### config.mk
export PLATFORM = sky130hd
export DESIGN_NAME = fifo_stream_reader
export DESIGN_NICKNAME = d
export VERILOG_FILES = /design/src/rtl/fifo_pkg.sv /design/src/rtl/fifo_out_buf.sv /design/src/rtl/fifo_stream_reader.sv
export SDC_FILE = /design/constraint.sdc
export NUM_CORES = 1
export LEC_CHECK = 0
export CAP_MARGIN = 0
export CORE_UTILIZATION = 57
export CTS_BUF_LIST = sky130_fd_sc_hd__clkbuf_8
export DETAILED_ROUTE_END_ITERATION = 12
export GPL_TIMING_DRIVEN = 0
export PLACE_DENSITY = 0.92
export SYNTH_ARGS = -nofsm -noshare
export SYNTH_HDL_FRONTEND = slang
export SYNTH_HIERARCHICAL = 1
export SYNTH_SLANG_ARGS = --single-unit
### constraint.sdc
create_clock -name clk -period 4.94 [get_ports clk]
set_input_delay 0.988 -clock clk [delete_from_list [all_inputs] [get_ports clk]]
set_output_delay 0.988 -clock clk [all_outputs]
set_load 0.005 [all_outputs]
### src/rtl/fifo_pkg.sv
// Shared types and constants for the FIFO drain stage.
package fifo_pkg;

    localparam int FIFO_WIDTH = 16;
    localparam int BUF_DEPTH  = 2;

    typedef enum logic [1:0] {
        STOPPED = 2'd0,
        RUN     = 2'd1,
        DRAIN   = 2'd2
    } state_t;

    // True when a new read still fits in the output buffer, counting the
    // word already in flight and crediting back a word popped this cycle.
    function automatic logic has_credit(input logic [1:0] occ,
                                        input logic       infl,
                                        input logic       pop);
        logic [2:0] used_s;
        used_s = {1'b0, occ} + {2'b00, infl};
        return used_s < (3'(BUF_DEPTH) + {2'b00, pop});
    endfunction

endpackage

### src/rtl/fifo_out_buf.sv
// Two-entry in-order register buffer; slot0 is always the head.
import fifo_pkg::*;

module fifo_out_buf #(
    parameter int WIDTH = FIFO_WIDTH
) (
    input  logic             clk,
    input  logic             rst_n,
    input  logic             push,
    input  logic [WIDTH-1:0] data,
    input  logic             pop,
    output logic [1:0]       occ,
    output logic [WIDTH-1:0] head
);

    logic [WIDTH-1:0] slot0_r;
    logic [WIDTH-1:0] slot1_r;
    logic [1:0]       occ_r;
    logic             pop_s;
    logic             push_s;

    // An empty buffer cannot pop; a full one accepts a push only if it pops too.
    assign pop_s  = pop && (occ_r != 2'd0);
    assign push_s = push && ((occ_r != 2'(BUF_DEPTH)) || pop_s);

    // Shift/append storage so that words always leave in arrival order.
    always_ff @(posedge clk) begin
        if (!rst_n) begin
            slot0_r <= '0;
            slot1_r <= '0;
            occ_r   <= 2'd0;
        end else begin
            case ({push_s, pop_s})
                2'b01: begin
                    slot0_r <= slot1_r;
                    occ_r   <= occ_r - 2'd1;
                end
                2'b10: begin
                    if (occ_r == 2'd0) begin
                        slot0_r <= data;
                    end else begin
                        slot1_r <= data;
                    end
                    occ_r <= occ_r + 2'd1;
                end
                2'b11: begin
                    if (occ_r == 2'd1) begin
                        slot0_r <= data;
                    end else begin
                        slot0_r <= slot1_r;
                        slot1_r <= data;
                    end
                end
                default: begin
                end
            endcase
        end
    end

    assign occ  = occ_r;
    assign head = slot0_r;

endmodule

### src/rtl/fifo_stream_reader.sv
// Drains a synchronous FIFO into a valid/ready stream at one word per cycle.
module fifo_stream_reader #(
    parameter int FIFO_WIDTH = fifo_pkg::FIFO_WIDTH,
    parameter int CNT_WIDTH  = 16
) (
    input  logic                  clk,
    input  logic                  rst_n,
    input  logic                  en,
    input  logic                  fifo_empty,
    input  logic                  fifo_underflow,
    input  logic [FIFO_WIDTH-1:0] fifo_dout,
    output logic                  fifo_rd_en,
    output logic                  m_valid,
    input  logic                  m_ready,
    output logic [FIFO_WIDTH-1:0] m_data,
    output logic                  idle,
    output logic [CNT_WIDTH-1:0]  words_out,
    output logic                  underflow_err
);

    import fifo_pkg::*;

    state_t                state_r;
    state_t                state_nxt_s;
    logic                  infl_r;
    logic [CNT_WIDTH-1:0]  words_r;
    logic                  err_r;
    logic [1:0]            occ_s;
    logic [FIFO_WIDTH-1:0] head_s;
    logic                  valid_s;
    logic                  pop_s;
    logic                  rd_en_s;

    assign valid_s = (occ_s != 2'd0);
    assign pop_s   = valid_s && m_ready;

    // Reads are only issued while running and a buffer slot is guaranteed.
    assign rd_en_s = rst_n && (state_r == RUN) && !fifo_empty &&
                     has_credit(occ_s, infl_r, pop_s);

    // State register.
    always_ff @(posedge clk) begin
        if (!rst_n) begin
            state_r <= STOPPED;
        end else begin
            state_r <= state_nxt_s;
        end
    end

    // Run/drain/stop transitions; DRAIN waits for the buffer and the in-flight read.
    always_comb begin
        state_nxt_s = state_r;
        case (state_r)
            STOPPED: begin
                if (en) state_nxt_s = RUN;
                else    state_nxt_s = STOPPED;
            end
            RUN: begin
                if (!en) state_nxt_s = DRAIN;
                else     state_nxt_s = RUN;
            end
            DRAIN: begin
                if (en)                                  state_nxt_s = RUN;
                else if ((occ_s == 2'd0) && !infl_r)     state_nxt_s = STOPPED;
                else                                     state_nxt_s = DRAIN;
            end
            default: state_nxt_s = STOPPED;
        endcase
    end

    // In-flight read tracking, delivered-word counter and sticky underflow flag.
    always_ff @(posedge clk) begin
        if (!rst_n) begin
            infl_r  <= 1'b0;
            words_r <= '0;
            err_r   <= 1'b0;
        end else begin
            infl_r <= rd_en_s;
            if (pop_s) begin
                words_r <= words_r + CNT_WIDTH'(1);
            end
            if (fifo_underflow) begin
                err_r <= 1'b1;
            end
        end
    end

    // Word read last cycle is valid on fifo_dout now and lands at the tail.
    fifo_out_buf #(
        .WIDTH (FIFO_WIDTH)
    ) u_buf (
        .clk   (clk),
        .rst_n (rst_n),
        .push  (infl_r),
        .data  (fifo_dout),
        .pop   (pop_s),
        .occ   (occ_s),
        .head  (head_s)
    );

    assign fifo_rd_en    = rd_en_s;
    assign m_valid       = valid_s;
    assign m_data        = head_s;
    assign idle          = (state_r == STOPPED);
    assign words_out     = words_r;
    assign underflow_err = err_r;

endmodule
Word-level counts from Yosys, hierarchy flattened
Cells that the tools add are included.
{ "totals": {"ff_bits": 54, "inputBits": 22, "out_inout_bits": 36, "elab_cells": 53} }
{ "op_classes": {"addsub": 5, "order_cmp": 1, "eq_ne": 10, "mux": 12, "n_reduce_logical": 18} }
{ "op_table": {"columns": ["operator", "n"], "rows": [
  ["$mux 16", 4],
  ["$pmux 16 s3", 1],
  ["$pmux 16 s2", 1],
  ["$add 16x1->16 const B", 1],
  ["$ne 2x2->1 const B", 4],
  ["$logic_and 1x1->1", 7],
  ["$eq 2x1->1 const B", 3],
  ["$eq 2x2->1 const B", 3],
  ["$mux 2", 3],
  ["$pmux 2 s3", 1],
  ["$reduce_bool 2->1", 3],
  ["$logic_not 2->1", 2],
  ["$pmux 2 s2", 1],
  ["$add 2x1->3", 1],
  ["$add 2x1->3 const A", 1],
  ["$lt 3x3->1", 1],
  ["$reduce_and 3->1", 1],
  ["$reduce_bool 3->1", 1],
  ["$add 2x1->2 const B", 1],
  ["$logic_not 1->1", 2],
  ["$reduce_and 2->1", 1],
  ["$sub 2x1->2 const B", 1],
  ["$logic_or 1x1->1", 1],
  ["$mux 1", 1]
]} }

Logic depth before layout (Yosys ltp)
{ "depth": {"depth_word": 8, "depth_mapped": 11, "depth_no_buf": 10} }

By module
Netlist, hierarchy kept.
{ "modules_own_cells": {"columns": ["module", "n_inst", "cells_per_inst", "area_each_um2", "seq_area_each_um2"], "rows": [
  ["fifo_out_buf", 1, 200, 1780.5, 680.7],
  ["fifo_stream_reader", 1, 105, 922.1, 400.4]
]} }

Worst setup path after synthesis
OpenSTA, ideal clock, no wires.
{ "synth_path": {"kind": "input to register", "startpoint": "input port m_ready", "endpoint": "register u_buf.slot1_r[10]", "setup_time_ps": 116, "arrival_ps": 2785, "t_required_ps": 4824, "setup_slack_ps": 2039, "cell_stages": 10, "n_path_buf": 1, "cell_sequence": "nand2_1 -> inv_1 -> nand2b_1 -> a21boi_0 -> ha_1 -> a21bo_2 -> mux2i_4 -> buf_8 -> mux2i_1 -> nor2b_1"} }
{ "synth_between": {"elab_chain_len": 7, "elab_cells_between_ends": 11, "cone_classes": "eq/ne: 4; mux: 1; reduce/logical: 6"} }
{ "synth_rtl": {"columns": ["element", "line", "rtl"], "rows": [
  ["start: declaration", "fifo_stream_reader.sv:14", "input logic m_ready,"],
  ["$logic_and 1x1->1 *", "fifo_stream_reader.sv:35", "assign pop_s = valid_s && m_ready;"],
  ["net pop_s", "fifo_stream_reader.sv:31", "logic pop_s;"],
  ["$logic_and 1x1->1 *", "fifo_out_buf.sv:23", "assign pop_s = pop && (occ_r != 2'd0);"],
  ["$logic_or 1x1->1", "fifo_out_buf.sv:24", "assign push_s = push && ((occ_r != 2'(BUF_DEPTH)) || pop_s);"],
  ["$logic_and 1x1->1", "fifo_out_buf.sv:24", null],
  ["$eq 2x2->1", "fifo_out_buf.sv:33", "case ({push_s, pop_s})"],
  ["$ne 2x2->1 (no source line) or $reduce_bool 2->1 (tied branches)", null, null],
  ["$reduce_and 3->1 (no source line)", null, null],
  ["end signal: assignment", "fifo_out_buf.sv:42", "slot1_r <= data;"],
  ["end signal: assignment", "fifo_out_buf.sv:51", "slot1_r <= data;"],
  ["end: declaration", "fifo_out_buf.sv:17", "logic [WIDTH-1:0] slot1_r;"]
]} }
Mark *: on every way through the listed nets, which the timed path passes. The rest lies on a longest branch.
A chain may end at the register's enable or synchronous reset.

Worst setup path in the final report
{ "layout_path": {"startpoint": "input port m_ready", "endpoint": "register u_buf.slot0_r[15], in the netlist u_buf/head[15]"} }
{ "layout_between": {"elab_chain_len": 7, "elab_cells_between_ends": 11, "cone_classes": "eq/ne: 4; mux: 1; reduce/logical: 6"} }
{ "layout_rtl": {"columns": ["element", "line", "rtl"], "rows": [
  ["$logic_and 1x1->1 *", "fifo_stream_reader.sv:35", null],
  ["net pop_s", "fifo_stream_reader.sv:31", null],
  ["$logic_and 1x1->1 *", "fifo_out_buf.sv:23", null],
  ["$logic_or 1x1->1", "fifo_out_buf.sv:24", null],
  ["$logic_and 1x1->1", "fifo_out_buf.sv:24", null],
  ["$eq 2x2->1 or $eq 2x1->1 (tied branches)", "fifo_out_buf.sv:33", null],
  ["$ne 2x2->1 (no source line) or $reduce_bool 3->1 (tied branches)", null, null],
  ["$reduce_and 2->1 (no source line)", null, null],
  ["end signal: assignment", "fifo_out_buf.sv:35", "slot0_r <= slot1_r;"],
  ["end signal: assignment", "fifo_out_buf.sv:40", "slot0_r <= data;"],
  ["end signal: assignment", "fifo_out_buf.sv:48", "slot0_r <= data;"],
  ["end: declaration", "fifo_out_buf.sv:16", "logic [WIDTH-1:0] slot0_r;"]
]} }
Marks and branches as above.

==> impl_metrics.tcl <==
set metrics [dict create \
    pre_cts_ws_ps 1100 \
    cts-hold-fix-buffers 0 \
    antenna_cells 0 \
    die_x_um 70.86 \
    placed_cells 414 \
    first_pass_iters 6 \
    clk_pin_slew_ps 100 \
    drcViolationCount 0 \
    synth-seq-area-share_pct 40.00 \
    grt_max_degree 16 \
    numPortBuffers 57 \
    worstHoldPathType "flop to flop" \
    cts_resized 0 \
    die_h_um 70.86 \
    stdcell_area_sq_um 3451 \
    path_class "input port to flop" \
    regArea_sq_um 1081 \
    ant_nets 0 \
    synth_nets 335 \
    netlist_area_sq_um 2703 \
    ys_top_cells_by_area "dfxtp_1, mux2i_1, a31oi_1" \
    maxSlewHeadroom_pct 64.71 \
    stdcell_count 421 \
    grt_pass1_wl_um 10920 \
    numCtsBuffers 5 \
    postPlaceCellArea_sq_um 3338 \
    leakage_nw 1.193 \
    grt_pass1_vias 2378 \
    cts_tree "done" \
    slew_violations 0 \
    final_layout_size_suffix_gt1_share_pct 5.691 \
    worst_slew_pin_slew_ps 529.4 \
    track_usage_pct 27.12 \
    fin_crit_ps 3594 \
    end_kind "flop" \
    critPathLaunchType "input port" \
    setup_viol 0 \
    dr_total_vias 2478 \
    vias_per_cell 5.886 \
    fmax_mhz 278.3 \
    gp_congestion 0.7631 \
    clock-sinks 54 \
    core_sq_um 4444 \
    hold_viol 0 \
    synth_top_area_share_pct 40.00 \
    synth-edff-count 0 \
    syn_inst 305 \
    timing.critical_path.required_ps 5170 \
    rsz0062_at_grt "false" \
    ctsLongestPathBuffers 2 \
    ys_types 43 \
    drtIter0Drc 165 \
    setup_tns_ps 0 \
    fin_crit_sh_pct 72.75 \
    antenna_found_initial 0 \
    clock_latency_ps 310 \
    ys_async_sr_fraction_pct 0 \
    whs_ps 470.6 \
    ir_drop_mv 0.2431 \
    p_per_area_nw_per_um2 247.7 \
    layout_setup_ws_ps 1346 \
    synth_largest_area_cell "dfxtp_1" \
    syn_area_per_cell_sq_um 8.861 \
    critPathMaxFanout 10 \
    grt_overflow 0 \
    synthToLayoutAreaGrowth_pct 27.69 \
    wire_per_inst_um 15.43 \
    yosys_warnings 6 \
    num_rows 24 \
    io-pin-count 58 \
    synth-seq-cells 54 \
    fin_nets 399 \
    status "complete, no violations" \
    multi_input_area_sq_um 1510 \
    fin_skew_ps 5.451 \
    start_util_pct 60.81 \
    hpwl_um 4421 \
    finalWirelength_um 6494 \
    n_fill_cell 319 \
    fp.dieArea_sq_um 5020 \
    cts_setup_buffers 0 \
    htreeDepth 2 \
    cts_root_buffer "clkbuf_8" \
    timing.max_cap.violations 0 \
    ys.flop_type "dfxtp_1" \
    arrival_ps 3830 \
]
state kept, by name, summed over array words and instances (netlist names):
signal and flops:
u_buf/head 16, u_buf/slot1_r 16, words_out 16, state_r 2, u_buf/occ 2, infl_r 1, underflow_err 1
stage by stage:
| step | utilization [%] | power, W |
|---|---|---|
| after global placement | 75.11 | 0.0005557 |
| after global routing | 77.65 | 0.0008829 |
| after CTS | 77.65 | 0.0008566 |
| after floorplan | - | 0.0005086 |
| after detailed placement | 75.11 | 0.0005587 |
| final | 77.65 | 0.0008549 |
where the power goes:
group | total, W | internal, W | switching (W)
Combinational | 0.0000950 | 0.0000522 | 0.0000428
Clock | 0.000305 | 0.000162 | 0.000142
Sequential | 0.000455 | 0.000447 | 0.00000870
Total | 0.000855 | 0.000661 | 0.000194
synth_stat cells (2+ instances only):
cell and count:
a21oi_1 7, a31oi_1 32, and2_1 2, and3_1 2, and4_1 2, buf_1 2, buf_2 2, clkbuf_1 9
clkinv_1 2, dfxtp_1 54, ha_1 8, inv_1 5, mux2i_1 33, nand2_1 27, nand2b_1 3, nand3_1 6
nand4_1 4, nor2_1 29, nor2b_1 19, nor3_1 2, o21ai_0 22, or3_1 3, xnor2_1 2, xor2_1 9
final cells by class:
class	instances	area share [%]
Timing Repair Buffer	57	16.53
Buffer	16	2.466
Inverter	7	0.7614
Clock buffer	6	2.393
Clock inverter	1	0.8702
Sequential cell	54	31.33
Multi-Input combinational cell	228	43.76
Tap cell	52	1.885
cells in the final DEF (no fill, tap or decap), types with 4 or more instances in the layout:
master / count
a21oi_1: 7
a31oi_1: 32
clkbuf_1: 9
clkbuf_8: 6
clkdlybuf4s50_1: 57
dfxtp_1: 54
ha_1: 8
inv_1: 5
mux2i_1: 33
nand2_1: 27
nand3_1: 6
nand4_1: 4
nor2_1: 29
nor2b_1: 19
o21ai_0: 22
xor2_1: 9
path summary, 6_finish.rpt:
path,from,to,slack [ps],depth (start not counted)
worst max register to register,u_buf/occ[0]$_SDFFE_PN0P_,u_buf/head[15]$_SDFFE_PN0P_,1850,11
worst min-delay path,state_r[1]$_SDFF_PN0_,state_r[0]$_SDFF_PN0_,470,1
worst min register to register,state_r[1]$_SDFF_PN0_,state_r[0]$_SDFF_PN0_,470,1
worst max-delay path,m_ready,u_buf/head[15]$_SDFFE_PN0P_,1350,11
critical path: stages:
cell             delay [ps]
clkdlybuf4s50_1         510
nand2_1                 120
inv_1                   200
nand2b_1                150
a21boi_0                290
ha_1                    290
clkinv_1                270
a21boi_2                440
buf_2                   310
nand2_1                  80
a31oi_1                 190
logic make-up (layout without fill, tap and decap cells):
kind of cell	after synthesis	in the layout	share of synthesized area, %
XOR/XNOR	11	11	3.565
flip-flops	54	54	40.00
buffers and inverters	23	87	4.120
multiplexers	34	34	13.06
adder cells (fa/ha/maj)	8	8	3.704
AND/OR/NAND/NOR	107	107	20.32
AO/OA/AOI/OAI	68	68	15.23
metal layers:
layer  track usage, %  part of all wire (%)  vias up
met2            48.50                    49       95
met4            9.333                   1.4        0
met1            33.51                    45     1165
met3            3.704                   4.9       12
met5                0                     0        -
li1                 -                     -     1206
(Power assumes the default switching activity.)
